[config.mk]
export PLATFORM = sky130hd
export DESIGN_NAME = dlist_dma
export DESIGN_NICKNAME = d
export VERILOG_FILES = /design/src/rtl/dlist_pkg.sv /design/src/rtl/dlist_line_counter.sv /design/src/rtl/dlist_dma.sv
export SDC_FILE = /design/constraint.sdc
export NUM_CORES = 1
export LEC_CHECK = 0
export CORE_UTILIZATION = 45
export DETAILED_ROUTE_END_ITERATION = 12
export PLACE_DENSITY = 0.76
export SETUP_SLACK_MARGIN = 0.05
export SYNTH_ARGS = -nofsm -noshare
export SYNTH_HDL_FRONTEND = slang
export SYNTH_SLANG_ARGS = --single-unit
[constraint.sdc]
create_clock -name phi2 -period 2.2 [get_ports phi2]
set_clock_uncertainty 0.1 [all_clocks]
set_input_delay 0.33 -clock phi2 [delete_from_list [all_inputs] [get_ports phi2]]
set_output_delay 0.33 -clock phi2 [all_outputs]
set_load 0.01 [all_outputs]
[src/rtl/dlist_pkg.sv]
// Shared definitions for the display-list DMA engine:
// FSM state encoding, opcode field constants, mode-to-scanline lookup.
package dlist_pkg;

    localparam int unsigned STATE_W = 3;
    localparam int unsigned LINES_W = 5;

    localparam logic [3:0]  OP_BLANK = 4'h0;
    localparam logic [3:0]  OP_JUMP  = 4'h1;
    localparam int unsigned LMS_BIT  = 6;
    localparam int unsigned DLI_BIT  = 7;

    typedef enum logic [STATE_W-1:0] {
        ST_IDLE     = 3'd0,
        ST_FETCH_IR = 3'd1,
        ST_FETCH_LO = 3'd2,
        ST_FETCH_HI = 3'd3,
        ST_LINES    = 3'd4,
        ST_WAIT_VB  = 3'd5
    } dlist_state_t;

    // Scanlines occupied by one instruction; blank lines come from op[6:4].
    function automatic logic [LINES_W-1:0] lines_for(input logic [7:0] op);
        logic [LINES_W-1:0] n;
        n = LINES_W'(1);
        case (op[3:0])
            4'h0:                   n = LINES_W'(op[6:4]) + LINES_W'(1);
            4'h2, 4'h4, 4'h6, 4'h8: n = LINES_W'(8);
            4'h3:                   n = LINES_W'(10);
            4'h5, 4'h7:             n = LINES_W'(16);
            4'h9, 4'hA:             n = LINES_W'(4);
            4'hB, 4'hD:             n = LINES_W'(2);
            default:                n = LINES_W'(1);
        endcase
        return n;
    endfunction

endpackage

[src/rtl/dlist_line_counter.sv]
// Scanline counter for one display-list instruction.
// Ports: clk/rst_n; active (FSM not idle); in_lines (FSM in LINES);
// load/load_val (start a new instruction); line_done (scanline pulse);
// last_c (final line consumed this cycle), zero_c (count empty), pending
// (one line_done seen outside LINES, consumed once LINES is entered).
module dlist_line_counter #(
    parameter int unsigned LCNT_W = 5
) (
    input  logic              clk,
    input  logic              rst_n,
    input  logic              active,
    input  logic              in_lines,
    input  logic              load,
    input  logic [LCNT_W-1:0] load_val,
    input  logic              line_done,
    output logic              last_c,
    output logic              zero_c,
    output logic              pending
);

    logic [LCNT_W-1:0] cnt_q;
    logic              evt_c;

    assign zero_c = (cnt_q == '0);
    // A held line counts exactly like a live one inside LINES.
    assign evt_c  = in_lines && (line_done || pending) && !zero_c;
    assign last_c = evt_c && (cnt_q == LCNT_W'(1));

    // Count register and single-deep pending flag.
    always_ff @(posedge clk or negedge rst_n) begin
        if (!rst_n) begin
            cnt_q   <= '0;
            pending <= 1'b0;
        end else begin
            if (load)
                cnt_q <= load_val;
            else if (evt_c)
                cnt_q <= cnt_q - LCNT_W'(1);

            if (!active)
                pending <= 1'b0;
            else if (in_lines)
                pending <= pending && line_done;  // a coincident live pulse re-arms it
            else if (line_done)
                pending <= 1'b1;                  // extra pulses collapse into one
        end
    end

endmodule

[src/rtl/dlist_dma.sv]
// Display-list DMA: fetches display-list instructions over a byte-wide
// request/acknowledge bus, decodes blank/jump/LMS/mode opcodes and paces
// them against scanline and vertical-blank pulses.
// Ports: phi2/rst_L clock and async reset; start/dlist_base restart the list;
// dma_en enable; line_done/vblank timing; mem_req/mem_addr/mem_ack/mem_data
// memory bus; halt_L = ~mem_req; ir/ir_valid instruction; msr/msr_load scan
// address; mode, dli, dlist_ptr, state for display logic and debug.
// Build option: define DLIST_DLI_EN to generate dli from opcode bit 7.
module dlist_dma
    import dlist_pkg::*;
#(
    parameter int unsigned ADDR_W = 16,
    parameter int unsigned WRAP_W = 10,
    parameter int unsigned LCNT_W = 5
) (
    input  logic              phi2,
    input  logic              rst_L,
    input  logic              start,
    input  logic [ADDR_W-1:0] dlist_base,
    input  logic              dma_en,
    input  logic              line_done,
    input  logic              vblank,
    output logic              mem_req,
    output logic [ADDR_W-1:0] mem_addr,
    input  logic              mem_ack,
    input  logic [7:0]        mem_data,
    output logic              halt_L,
    output logic [7:0]        ir,
    output logic              ir_valid,
    output logic [ADDR_W-1:0] msr,
    output logic              msr_load,
    output logic [3:0]        mode,
    output logic              dli,
    output logic [ADDR_W-1:0] dlist_ptr,
    output logic [2:0]        state
);

    dlist_state_t      state_q, state_d;
    logic              mem_req_d, halt_d, ir_valid_d, msr_load_d, dli_d;
    logic [ADDR_W-1:0] mem_addr_d, msr_d, ptr_d, ptr_inc;
    logic [7:0]        ir_d, lo_q, lo_d, load_op;
    logic [3:0]        mode_d;
    logic              restart_q, restart_d;
    logic              is_fetch, take, restart_fire, cnt_load;
    logic              last_c, zero_c, line_pend;
    dlist_state_t      entry;
    logic [LCNT_W-1:0] load_val;

    assign state    = state_q;
    assign is_fetch = (state_q == ST_FETCH_IR) || (state_q == ST_FETCH_LO) ||
                      (state_q == ST_FETCH_HI);
    // Entering FETCH_IR is where a cleared dma_en takes effect.
    assign entry    = dma_en ? ST_FETCH_IR : ST_IDLE;
    // A restart waits for any outstanding handshake; the byte it returns is dropped.
    assign restart_fire = (state_q != ST_IDLE) && (start || restart_q) &&
                          (!mem_req || mem_ack);
    assign take     = mem_req && mem_ack && !start && !restart_q;

    assign cnt_load = (state_d == ST_LINES) && (state_q != ST_LINES);
    assign load_op  = (state_q == ST_FETCH_IR) ? mem_data : ir;
    assign load_val = LCNT_W'(lines_for(load_op));

    dlist_line_counter #(.LCNT_W(LCNT_W)) u_line_counter (
        .clk       (phi2),
        .rst_n     (rst_L),
        .active    (state_q != ST_IDLE),
        .in_lines  (state_q == ST_LINES),
        .load      (cnt_load),
        .load_val  (load_val),
        .line_done (line_done),
        .last_c    (last_c),
        .zero_c    (zero_c),
        .pending   (line_pend)
    );

    // State and datapath registers.
    always_ff @(posedge phi2 or negedge rst_L) begin
        if (!rst_L) begin
            state_q   <= ST_IDLE;
            mem_req   <= 1'b0;
            mem_addr  <= '0;
            halt_L    <= 1'b1;
            ir        <= '0;
            ir_valid  <= 1'b0;
            mode      <= '0;
            msr       <= '0;
            msr_load  <= 1'b0;
            dlist_ptr <= '0;
            dli       <= 1'b0;
            lo_q      <= '0;
            restart_q <= 1'b0;
        end else begin
            state_q   <= state_d;
            mem_req   <= mem_req_d;
            mem_addr  <= mem_addr_d;
            halt_L    <= halt_d;
            ir        <= ir_d;
            ir_valid  <= ir_valid_d;
            mode      <= mode_d;
            msr       <= msr_d;
            msr_load  <= msr_load_d;
            dlist_ptr <= ptr_d;
            dli       <= dli_d;
            lo_q      <= lo_d;
            restart_q <= restart_d;
        end
    end

    // Next-state decode.
    always_comb begin
        state_d = state_q;
        case (state_q)
            ST_IDLE: begin
                if (start && dma_en)
                    state_d = ST_FETCH_IR;
            end
            ST_FETCH_IR: begin
                if (take) begin
                    if (mem_data[3:0] == OP_BLANK)
                        state_d = ST_LINES;
                    else if ((mem_data[3:0] == OP_JUMP) || mem_data[LMS_BIT])
                        state_d = ST_FETCH_LO;
                    else
                        state_d = ST_LINES;
                end
            end
            ST_FETCH_LO: begin
                if (take)
                    state_d = ST_FETCH_HI;
            end
            ST_FETCH_HI: begin
                if (take) begin
                    if (ir[3:0] == OP_JUMP)
                        state_d = ir[LMS_BIT] ? ST_WAIT_VB : entry;
                    else
                        state_d = ST_LINES;
                end
            end
            ST_LINES: begin
                if (last_c || zero_c)
                    state_d = entry;
            end
            ST_WAIT_VB: begin
                if (!dma_en)
                    state_d = ST_IDLE;
                else if (vblank)
                    state_d = ST_FETCH_IR;
            end
            default: state_d = ST_IDLE;
        endcase
        if (restart_fire)
            state_d = entry;
    end

    // Output and datapath next values.
    always_comb begin
        mem_req_d  = mem_req;
        mem_addr_d = mem_addr;
        ir_d       = ir;
        ir_valid_d = 1'b0;
        mode_d     = mode;
        msr_d      = msr;
        msr_load_d = 1'b0;
        ptr_d      = dlist_ptr;
        lo_d       = lo_q;
        dli_d      = 1'b0;
        restart_d  = restart_q;

        ptr_inc                = dlist_ptr;
        ptr_inc[WRAP_W-1:0]    = dlist_ptr[WRAP_W-1:0] + WRAP_W'(1);

        // Request held until acknowledged, then dropped for one cycle.
        if (mem_req) begin
            mem_req_d = !mem_ack;
        end else if (is_fetch && !start && !restart_q) begin
            mem_req_d  = 1'b1;
            mem_addr_d = dlist_ptr;
        end

        if ((state_q != ST_IDLE) && start && mem_req && !mem_ack)
            restart_d = 1'b1;
        if (restart_fire)
            restart_d = 1'b0;

        if ((start && (state_q == ST_IDLE)) || restart_fire) begin
            ptr_d = dlist_base;
        end else if (take) begin
            ptr_d = ptr_inc;
            case (state_q)
                ST_FETCH_IR: begin
                    ir_d       = mem_data;
                    ir_valid_d = 1'b1;
                    mode_d     = mem_data[3:0];
                end
                ST_FETCH_LO: lo_d = mem_data;
                ST_FETCH_HI: begin
                    if (ir[3:0] == OP_JUMP) begin
                        ptr_d = ADDR_W'({mem_data, lo_q});
                    end else begin
                        msr_d      = ADDR_W'({mem_data, lo_q});
                        msr_load_d = 1'b1;
                    end
                end
                default: ;
            endcase
        end

`ifdef DLIST_DLI_EN
        dli_d = last_c && ir[DLI_BIT];
`endif

        halt_d = !mem_req_d;
    end

endmodule

== Word level (Yosys, flattened, before mapping) ==
Index checks and enable logic that the tools add are counted.
Widths: inputs -> output; s select.

* Add/subtract/negate cells: 3
* Equal/unequal tests: 22
* Mux-type cells: 36
* Bitwise gates (word level): 3
* Reductions and logical operators: 51

{| class="wikitable"
|+ Operators with widths
! kind !! number
|-
| $mux 16 || 4
|-
| $mux 3 || 12
|-
| $pmux 5 s6 || 1
|-
| $eq 4x4->1 const B || 5
|-
| $pmux 3 s6 || 1
|-
| $logic_and 1x1->1 || 17
|-
| $eq 4x3->1 const B || 4
|-
| $mux 1 || 15
|-
| $add 10x1->10 const B || 1
|-
| $mux 5 || 2
|-
| $reduce_bool 2->1 || 5
|-
| $eq 3x3->1 const B || 3
|-
| $reduce_and 3->1 || 3
|-
| $eq 4x1->1 const B || 2
|-
| $eq 4x2->1 const B || 2
|-
| $logic_not 4->1 || 2
|-
| $logic_or 1x1->1 || 8
|-
| $mux 7 || 1
|-
| $eq 3x2->1 const B || 2
|-
| $logic_not 1->1 || 6
|-
| $ne 3x3->1 const B || 2
|-
| $reduce_or 2->1 || 3
|-
| $eq 5x1->1 const B || 1
|-
| $logic_not 5->1 || 1
|-
| other kinds (9) || 12
|}

* Bits in registers: 82
* Output and inout port bits: 68
* Word-level logic and storage cells: 131

== Longest topological paths before layout ==
* Word-level depth: 11
* Depth in mapped cells: 10
* Mapped depth without buffers: 8

== Modules after synthesis ==
Synthesis repeated with hierarchy kept, for this count alone.

* Cell total of the unflattened synthesis: 370
* Area, all modules: 4,161.5 µm²

{| class="wikitable"
|+ Modules (own cells, without submodules)
! module !! instances !! cells each !! area an instance (µm²) !! sequential area each (µm²)
|-
| dlist_dma || 1 || 328 || 3,754.9 || 1,903.1
|-
| dlist_line_counter || 1 || 42 || 406.6 || 150.1
|}

== Worst setup path after synthesis ==
Ideal clock, no wire load.

* Path type: reg2reg
* Start: reg state_q[1], in the netlist state[1]
* End: reg u_line_counter.cnt_q[2]
* Data arrival time: 2.185 ns
* Required time: 1.975 ns
* Setup slack: -0.210 ns
* Cell stages (with the launch flop): 11
* Cells stage by stage: dfrtp_1 -> clkbuf_1 -> or3b_2 -> clkbuf_1 -> nand2_1 -> nand2_1 -> ha_1 -> xnor2_1 -> o21ai_0 -> a21oi_1 -> mux2_4

* Elaborated cells between the ends (all ways): 46

{| class="wikitable"
|+ RTL lines
! element !! RTL line !! RTL
|-
| start, declared || dlist_dma.sv:38 || <nowiki>dlist_state_t state_q, state_d;</nowiki>
|-
| start signal, assigned || dlist_dma.sv:93 || <nowiki>state_q <= state_d;</nowiki>
|-
| $eq 3x1->1 || dlist_dma.sv:60 || <nowiki>assign load_op = (state_q == ST_FETCH_IR) ? mem_data : ir;</nowiki>
|-
| $mux 7 || -- ||
|-
| net load_op[4] || dlist_dma.sv:41 || <nowiki>logic [7:0] ir_d, lo_q, lo_d, load_op;</nowiki>
|-
| $add 3x1->4 || dlist_pkg.sv:27 || <nowiki>4'h0: n = LINES_W'(op[6:4]) + LINES_W'(1);</nowiki>
|-
| $pmux 5 s6 || dlist_pkg.sv:26 || <nowiki>case (op[3:0])</nowiki>
|-
| $mux 5 || dlist_line_counter.sv:35 || <nowiki>if (load)</nowiki>
|-
| end signal, assigned || dlist_line_counter.sv:36 || <nowiki>cnt_q <= load_val;</nowiki>
|-
| end signal, assigned || dlist_line_counter.sv:38 || <nowiki>cnt_q <= cnt_q - LCNT_W'(1);</nowiki>
|-
| end, declared || dlist_line_counter.sv:21 || <nowiki>logic [LCNT_W-1:0] cnt_q;</nowiki>
|}

The timed path passes the listed nets, and every way through them passes these cells.
A chain may end at the register's enable or synchronous reset.

== Worst setup path in the final report ==
* Start: reg u_line_counter.cnt_q[1]
* End: reg u_line_counter.cnt_q[3]

* Longest elaborated chain between the ends: 11
* Elaborated cells between the ends (all ways): 15

{| class="wikitable"
|+ RTL lines
! element !! RTL line !! RTL
|-
| $logic_not 5->1 || dlist_line_counter.sv:24 || <nowiki>assign zero_c = (cnt_q == '0);</nowiki>
|-
| $logic_not 1->1 || dlist_line_counter.sv:26 || <nowiki>assign evt_c = in_lines && (line_done || pending) && !zero_c;</nowiki>
|-
| $logic_and 1x1->1 || dlist_line_counter.sv:26 ||
|-
| $logic_and 1x1->1 || dlist_line_counter.sv:27 || <nowiki>assign last_c = evt_c && (cnt_q == LCNT_W'(1));</nowiki>
|-
| $logic_or 1x1->1 || dlist_dma.sv:140 || <nowiki>if (last_c || zero_c)</nowiki>
|-
| $mux 3 || dlist_dma.sv:140 ||
|-
| $pmux 3 s6 || dlist_dma.sv:112 || <nowiki>case (state_q)</nowiki>
|-
| $mux 3 || dlist_dma.sv:151 || <nowiki>if (restart_fire)</nowiki>
|-
| $eq 3x3->1 || dlist_dma.sv:59 || <nowiki>assign cnt_load = (state_d == ST_LINES) && (state_q != ST_LINES);</nowiki>
|-
| $logic_and 1x1->1 || dlist_dma.sv:59 ||
|-
| $mux 5 or $reduce_bool 2->1 (tied branches) || -- ||
|}

Several ways; a longest one is shown, not always the timed one. The select of a mux whose other input is x is not followed.

==> impl_metrics.prom <==
# TYPE chip_impl_metric gauge
chip_impl_info{name="outcome",value="finished with violations"} 1
chip_impl_info{name="failed_checks",value="DRC, setup timing"} 1
chip_impl_metric{name="syn-mean-instance-area",unit="um^2"} 9.95
chip_impl_metric{name="area_growth_syn_to_layout",unit="%"} 44.3
chip_impl_metric{name="die_area",unit="mm^2"} 0.00961
chip_impl_info{name="worstHoldPathType",value="in2async"} 1
chip_impl_metric{name="cts_inserted_buffers",unit=""} 9
chip_impl_info{name="setup_repair_after_global_routing_missed_its_margin",value="yes"} 1
chip_impl_metric{name="netlist-cell-type-count",unit=""} 56
chip_impl_metric{name="ir_drop",unit="V"} 0.000615
chip_impl_metric{name="setup_ws",unit="ns"} -0.0824
chip_impl_metric{name="worst-endpoint-required",unit="ns"} 2.34
chip_impl_metric{name="asyncSetResetFlopFracSynth",unit=""} 1.00
chip_impl_metric{name="grt_usage",unit=""} 0.245
chip_impl_metric{name="drt_first_iter_violations",unit=""} 252
chip_impl_metric{name="final_hold_viols",unit=""} 0
chip_impl_metric{name="worst_skew_pair.late_latency",unit="ns"} 0.36
chip_impl_metric{name="power_density",unit="mW/mm^2"} 1230
chip_impl_metric{name="number_of_clock_sinks_seen_by_cts",unit=""} 82
chip_impl_metric{name="grt_antenna_before_repair",unit=""} 0
chip_impl_info{name="synthFlopType",value="dfrtp_1"} 1
chip_impl_metric{name="number_of_register_bits_inferred_by_synthesis",unit=""} 82
chip_impl_metric{name="wire_length_of_the_first_global_routing_pass",unit="um"} 18500
chip_impl_metric{name="num_rows",unit=""} 34
chip_impl_metric{name="fin_crit",unit="ns"} 2.28
chip_impl_metric{name="crit_path_dat",unit="ns"} 2.42
chip_impl_metric{name="mappedNetlistNets",unit=""} 453
chip_impl_metric{name="via_count",unit=""} 3761
chip_impl_metric{name="routabilityCongestion",unit=""} 0.910
chip_impl_metric{name="yosysWarnings",unit=""} 0
chip_impl_metric{name="wl_cell",unit="um"} 16.8
chip_impl_metric{name="fin_crit_sh",unit=""} 1.04
chip_impl_metric{name="cts_max_level",unit=""} 3
chip_impl_metric{name="synthesis.instances",unit=""} 417
chip_impl_metric{name="post_layout_nonfiller_instances",unit=""} 685
chip_impl_metric{name="detail_route.wirelength",unit="um"} 11500
chip_impl_metric{name="fp.dieH",unit="um"} 98.0
chip_impl_metric{name="synth.yosys.seq_area_share",unit=""} 0.495
chip_impl_metric{name="dp_hpwl",unit="um"} 8240
chip_impl_metric{name="synth_area",unit="mm^2"} 0.00415
chip_impl_metric{name="num_antenna_cells",unit=""} 0
chip_impl_metric{name="setup-violations-final",unit=""} 5
chip_impl_metric{name="antenna_left",unit=""} 0
chip_impl_metric{name="io_pins",unit=""} 99
chip_impl_metric{name="synth_enable_flop_cells",unit=""} 0
chip_impl_metric{name="cap_viol_max_count",unit=""} 0
chip_impl_metric{name="p_leak",unit="nW"} 2.76
chip_impl_metric{name="initial_utilization",unit=""} 0.471
chip_impl_info{name="cts_root_buffer",value="clkbuf_8"} 1
chip_impl_metric{name="worstPathMaxFanout",unit=""} 3
chip_impl_metric{name="drc",unit=""} 6
chip_impl_metric{name="fillerInstances",unit=""} 653
chip_impl_metric{name="totalPowerFinal",unit="mW"} 7.34
chip_impl_info{name="crit_path_start_kind",value="flop"} 1
chip_impl_metric{name="clock.fmax",unit="MHz"} 438
chip_impl_metric{name="grt_pass1_vias",unit=""} 3811
chip_impl_metric{name="post_route_cells_drive_above_1_share",unit=""} 0.255
chip_impl_metric{name="via_per_inst",unit=""} 5.49
chip_impl_metric{name="grt_overflow_total",unit=""} 0
chip_impl_metric{name="grt_max_degree",unit=""} 48
chip_impl_metric{name="floorplan.die.width",unit="um"} 98.0
chip_impl_info{name="timing_worst_setup_path_type",value="reg2reg"} 1
chip_impl_info{name="tritoncts",value="done"} 1
chip_impl_info{name="worst_setup_path_end_kind",value="flop"} 1
chip_impl_metric{name="finalMaxSlewViolations",unit=""} 0
chip_impl_metric{name="drt-pass1-iter-count",unit=""} 9
chip_impl_metric{name="io_buffer_count",unit=""} 97
chip_impl_metric{name="clock_tree.buffer_depth",unit=""} 2
chip_impl_metric{name="placed_cells_incl_taps",unit=""} 663
chip_impl_metric{name="clk_transition_reported_paths",unit="ns"} 0.10
chip_impl_metric{name="final_net_count",unit=""} 608
chip_impl_metric{name="core-area",unit="mm^2"} 0.00881
[metal layers]
metal / GRT usage / vias up / wire length, um
li1: - / 1764 / -
met1: 0.306 / 1807 / 4810
met2: 0.404 / 164 / 5580
met3: 0.0501 / 26 / 804
met4: 0.125 / 0 / 328
met5: 0 / - / 0
[through the flow]
step,util,TNS (ns),area [um^2],hold WS [ns],setup WS (ns)
6_report,0.680,-0.266,5990,0.354,-0.0824
3_5_place_dp,0.646,-9.39,5690,0.217,-0.524
3_3_place_gp,0.646,-7.25,5690,0.207,-0.485
4_1_cts,0.674,-0.231,5930,0.367,-0.0574
2_1_floorplan,-,-0.363,4160,-0.0656,-0.162
5_1_grt,0.680,-0.605,5990,0.396,-0.144
[power by group]
group	leakage (nW)	switching, mW	total, mW	internal (mW)
clock	0.0901	0.606	1.04	0.432
sequential	1.05	0.503	2.52	2.02
combinational	1.62	1.64	3.78	2.14
[area by class of cell]
cell class,count,area (um^2),area share
repair buffers,167,1580,0.263
well taps,108,135,0.0226
inverters,8,30.0,0.00501
flip-flops and latches,82,2060,0.343
multi-input cells,304,2010,0.335
clock inverters,7,60.1,0.0100
clock buffers,9,124,0.0207
[synthesized netlist by cell type, drive strengths merged (2+ instances only)]
master / instances / share of area
o21a: 2 / 0.0036
ha: 5 / 0.015
o221ai: 2 / 0.0042
or3b: 2 / 0.0042
nor3: 5 / 0.0060
or4b: 3 / 0.0081
o311ai: 2 / 0.0060
a211o: 2 / 0.0042
a31oi: 2 / 0.0030
nor2: 23 / 0.021
xor2: 10 / 0.021
nand2: 89 / 0.080
nor4: 3 / 0.0045
nor2b: 2 / 0.0030
mux2: 36 / 0.099
and3: 3 / 0.0045
buf: 10 / 0.017
nand3: 10 / 0.012
a21oi: 20 / 0.024
dfrtp: 81 / 0.49
o22ai: 2 / 0.0030
nand4: 5 / 0.0075
nor4b: 2 / 0.0042
a22oi: 8 / 0.014
mux2i: 12 / 0.029
inv: 7 / 0.0063
o21ai: 27 / 0.033
clkbuf: 13 / 0.012
xnor2: 5 / 0.011
nand2b: 5 / 0.0075
[worst max-delay path, stage by stage, from the launching register on]
cell and delay, ns:
dfrtp_1 0.38, inv_2 0.06, ha_2 0.17, o21a_1 0.10, o21a_1 0.21, a32o_1 0.22, a22o_1 0.23, or3b_4 0.41
mux2_4 0.31
[cell families after synthesis]
kind of cell | share of synthesized area
compound gates | 0.114
xor+xnor | 0.0317
fa+ha+maj | 0.0151
buf+inv | 0.0362
flops | 0.495
mux | 0.128
other cells | 0.000904
simple gates | 0.179
[path summary, 6_finish.rpt]
path,from,endpoint,slack (ns),cells past startpoint
worst min-delay path,rst_L,msr[6]$_DFFE_PN0P_,0.35,2
max in group asynchronous,rst_L,halt_L$_DFF_PN1_,0.98,3
worst min register to register,mode[0]$_DFFE_PN0P_,mode[0]$_DFFE_PN0P_,0.39,2
worst max register to register,u_line_counter.cnt_q[1]$_DFFE_PN0P_,u_line_counter.cnt_q[3]$_DFFE_PN0P_,-0.08,8
worst max-delay path,u_line_counter.cnt_q[1]$_DFFE_PN0P_,u_line_counter.cnt_q[3]$_DFFE_PN0P_,-0.08,8
min in group phi2,mode[0]$_DFFE_PN0P_,mode[0]$_DFFE_PN0P_,0.39,2
[sequential cells by signal, summed over array words and instances (netlist names)]
name and count:
dlist_ptr 16, mem_addr 16, msr 16, ir 8, lo_q 8, u_line_counter.cnt_q 5
mode 4, state 3, halt_L 1, ir_valid 1, mem_req 1, msr_load 1
restart_q 1, u_line_counter.pending 1
[layout by cell type (no fill, tap or decap), types with 2 or more instances in the layout]
cell type and instances:
nand2b_1 5, nor4_1 2, nand2_1 89, inv_1 6, a21oi_1 19, mux2i_1 12, nor2_1 20, ha_1 4
mux2_4 3, clkinvlp_4 2, o21ai_0 27, and3_1 3, nor2_2 3, inv_6 2, a211o_1 2, buf_12 6
xnor2_1 5, dfrtp_1 79, xor2_1 10, a31oi_1 2, nand4_1 5, o21a_1 2, clkdlybuf4s50_1 96, mux2_2 33
dfrtp_2 2, nand3_1 9, buf_4 63, or4b_4 2, a22oi_1 8, clkbuf_8 9, nor3_1 5, inv_8 2
o22ai_1 2
[repair_timing]
item                                   in CTS  in global routing
pin swaps                                   7                  1
setup endpoints to repair                   5                 27
buffers inserted                            2                  3
hold buffers                                1                  0
endpoints found under the hold margin      35                  0
gates resized for setup                     9                  9
Power figures use the tool's default switching activity.
==> variant (config.mk and constraints unchanged) <==
The parameter `ADDR_W` goes from 16 to 17.
--- a/src/rtl/dlist_dma.sv
+++ b/src/rtl/dlist_dma.sv
@@ -9,7 +9,7 @@
 module dlist_dma
     import dlist_pkg::*;
 #(
-    parameter int unsigned ADDR_W = 16,
+    parameter int unsigned ADDR_W = 17,
     parameter int unsigned WRAP_W = 10,
     parameter int unsigned LCNT_W = 5
 ) (
Interface: changed (resized dlist_base, dlist_ptr, mem_addr and msr); port bits go from 99 to 103. The function was not compared with the original's and may differ.
==> variant against the unedited design <==
  * The flow finishes with violations (setup timing)
  * Synthesized area increased by 1.1%
  * Sequential cell count increased by 2
  * Final area about the same
  * Setup slack improved by 60 ps
  * Fmax increased by 2.7%
  * Wire length decreased by 2.0%
  * Synthesized cell count decreased by 12%
  * Total power increased by 4.0%
  * Non-clock buffer count decreased by 11
  * Critical endpoint is now u_line_counter.cnt_q[2]
  * Largest cell class unchanged
  * Highest routed layer unchanged
==> variant: results (changes against the unedited design) <==
outcome: "finished, violations left"  # unchanged
violations: "setup timing"  # was DRC, setup timing
avgSynthCellArea_sq_um: 11.4  # was 9.95 sq um
dp_hpwl_microns: 8350  # was 8240 microns
final_nets: 555  # was 608
drtIter0Drc: 133  # was 252
drive_gt1_share_pct: 28.7  # was 25.5%
final_cells: 631  # was 685
io_buffer_count: 100  # was 97
ir_drop_mv: 0.544  # was 0.615 mV
setup_viol: 1  # was 5
drt_wl_total_microns: 11300  # was 11500 microns
firstDrtPassIters: 4  # was 9
grtUsageTotal_pct: 24.0  # was 24.5%
synthTopCellsByArea: "dfrtp_1 (49%), mux2_2 (15%), mux2i_1 (3.8%)"  # was dfrtp_1 (49%), mux2_2 (9.2%), nand2_1 (8.0%)
cts.sinks: 84  # was 82
worst_slack_ps: -22.5  # was -82.4 ps
ys_types: 60  # was 56
grt_max_degree: 37  # was 48
vias: 3495  # was 3761
ys_seq_area_share_pct: 50.1  # was 49.5%
cp_max_fo: 6  # was 3
setup_tns_ps: -22.5  # was -266 ps
grt_pass1_wl_microns: 18200  # was 18500 microns
place.gp.congestion: 0.838  # was 0.910
nFillCells: 691  # was 653
reg_top3: "dlist_ptr (17), mem_addr (17), msr (16)"  # was dlist_ptr (16), mem_addr (16), msr (16)
## variant: changes by cell type after synthesis, moves of 4 or more
cell | unedited run | this run
xor2_1 | 10 | 4
clkbuf_1 | 13 | 5
nand4_1 | 5 | 1
mux2i_1 | 12 | 16
nand2_1 | 89 | 32
mux2_2 | 34 | 55
a21oi_1 | 20 | 13
## variant: final timing paths
kind,to,slack (ps),depth (start not counted)
max reg2reg,u_line_counter.cnt_q[2],-20,8
max,u_line_counter.cnt_q[2],-20,8
min in group phi2,mem_addr[4],410,1
max in group asynchronous,ir[5],1070,3
min,mem_addr[4],370,2
min reg2reg,mem_addr[4],410,1
## variant: worst max-delay path, cell delays in order (launching register included)
cell,delay [ps]
dfrtp_1,420
nor3b_4,260
buf_12,160
mux2_4,340
ha_4,170
xnor2_1,130
a31oi_1,190
nor2_1,80
mux2_4,260
## variant: logic make-up (layout without fill, tap and decap cells)
kind of cell	Yosys count	after routing	synth area share (%)
DFF	84	84	50.1
AOI/OAI and AO/OA	72	72	10.9
muxes	72	72	18.9
other	1	2	0.0894
and+or+nand+nor	95	95	12.3
xor gates and xnor gates	12	12	2.50
buffers and inverters	27	181	3.64
adders and majority gates	5	5	1.49
## variant: cell type report
cell class              count  area, sq um  area share (%)
clock inverters             7         97.6            1.63
inverters                   9         33.8           0.564
flip-flops and latches     84         2100            35.1
repair buffers            156         1510            25.3
clock buffers               9          124            2.07
well taps                 108          135            2.26
multi-input cells         258         1980            33.1
## variant: metrics by stage
step	util [%]	hold WS, ps	area (sq um)	power, mW
detailed placement	63.7	221	5660	6.21
global placement	63.7	213	5660	6.06
floorplan	-	-65.6	4220	4.44
finish	67.4	367	5990	7.63
global route	67.4	419	5990	8.10
CTS	66.5	377	5920	7.50
## variant: timing repair
action	4_1_cts	5_1_grt
hold buffers	1	0
pin swaps	0	2
setup endpoints to repair	4	5
gates cloned	0	1
endpoints found under the hold margin	32	0
buffers inserted	3	4
gates resized for setup	2	6
## variant: routing by layer
metal / track usage [%] / wire length [microns] / up-vias
li1: - / - / 1624
met3: 5.25 / 595 / 14
met2: 41.8 / 5840 / 104
met1: 29.9 / 4700 / 1753
met4: 7.00 / 158 / 0
met5: 0 / 0 / -
## variant: where the power goes
group	switching (mW)	internal (mW)
Clock	0.582	0.645
Sequential	0.516	2.08
Combinational	1.64	2.17
Total	2.73	4.90
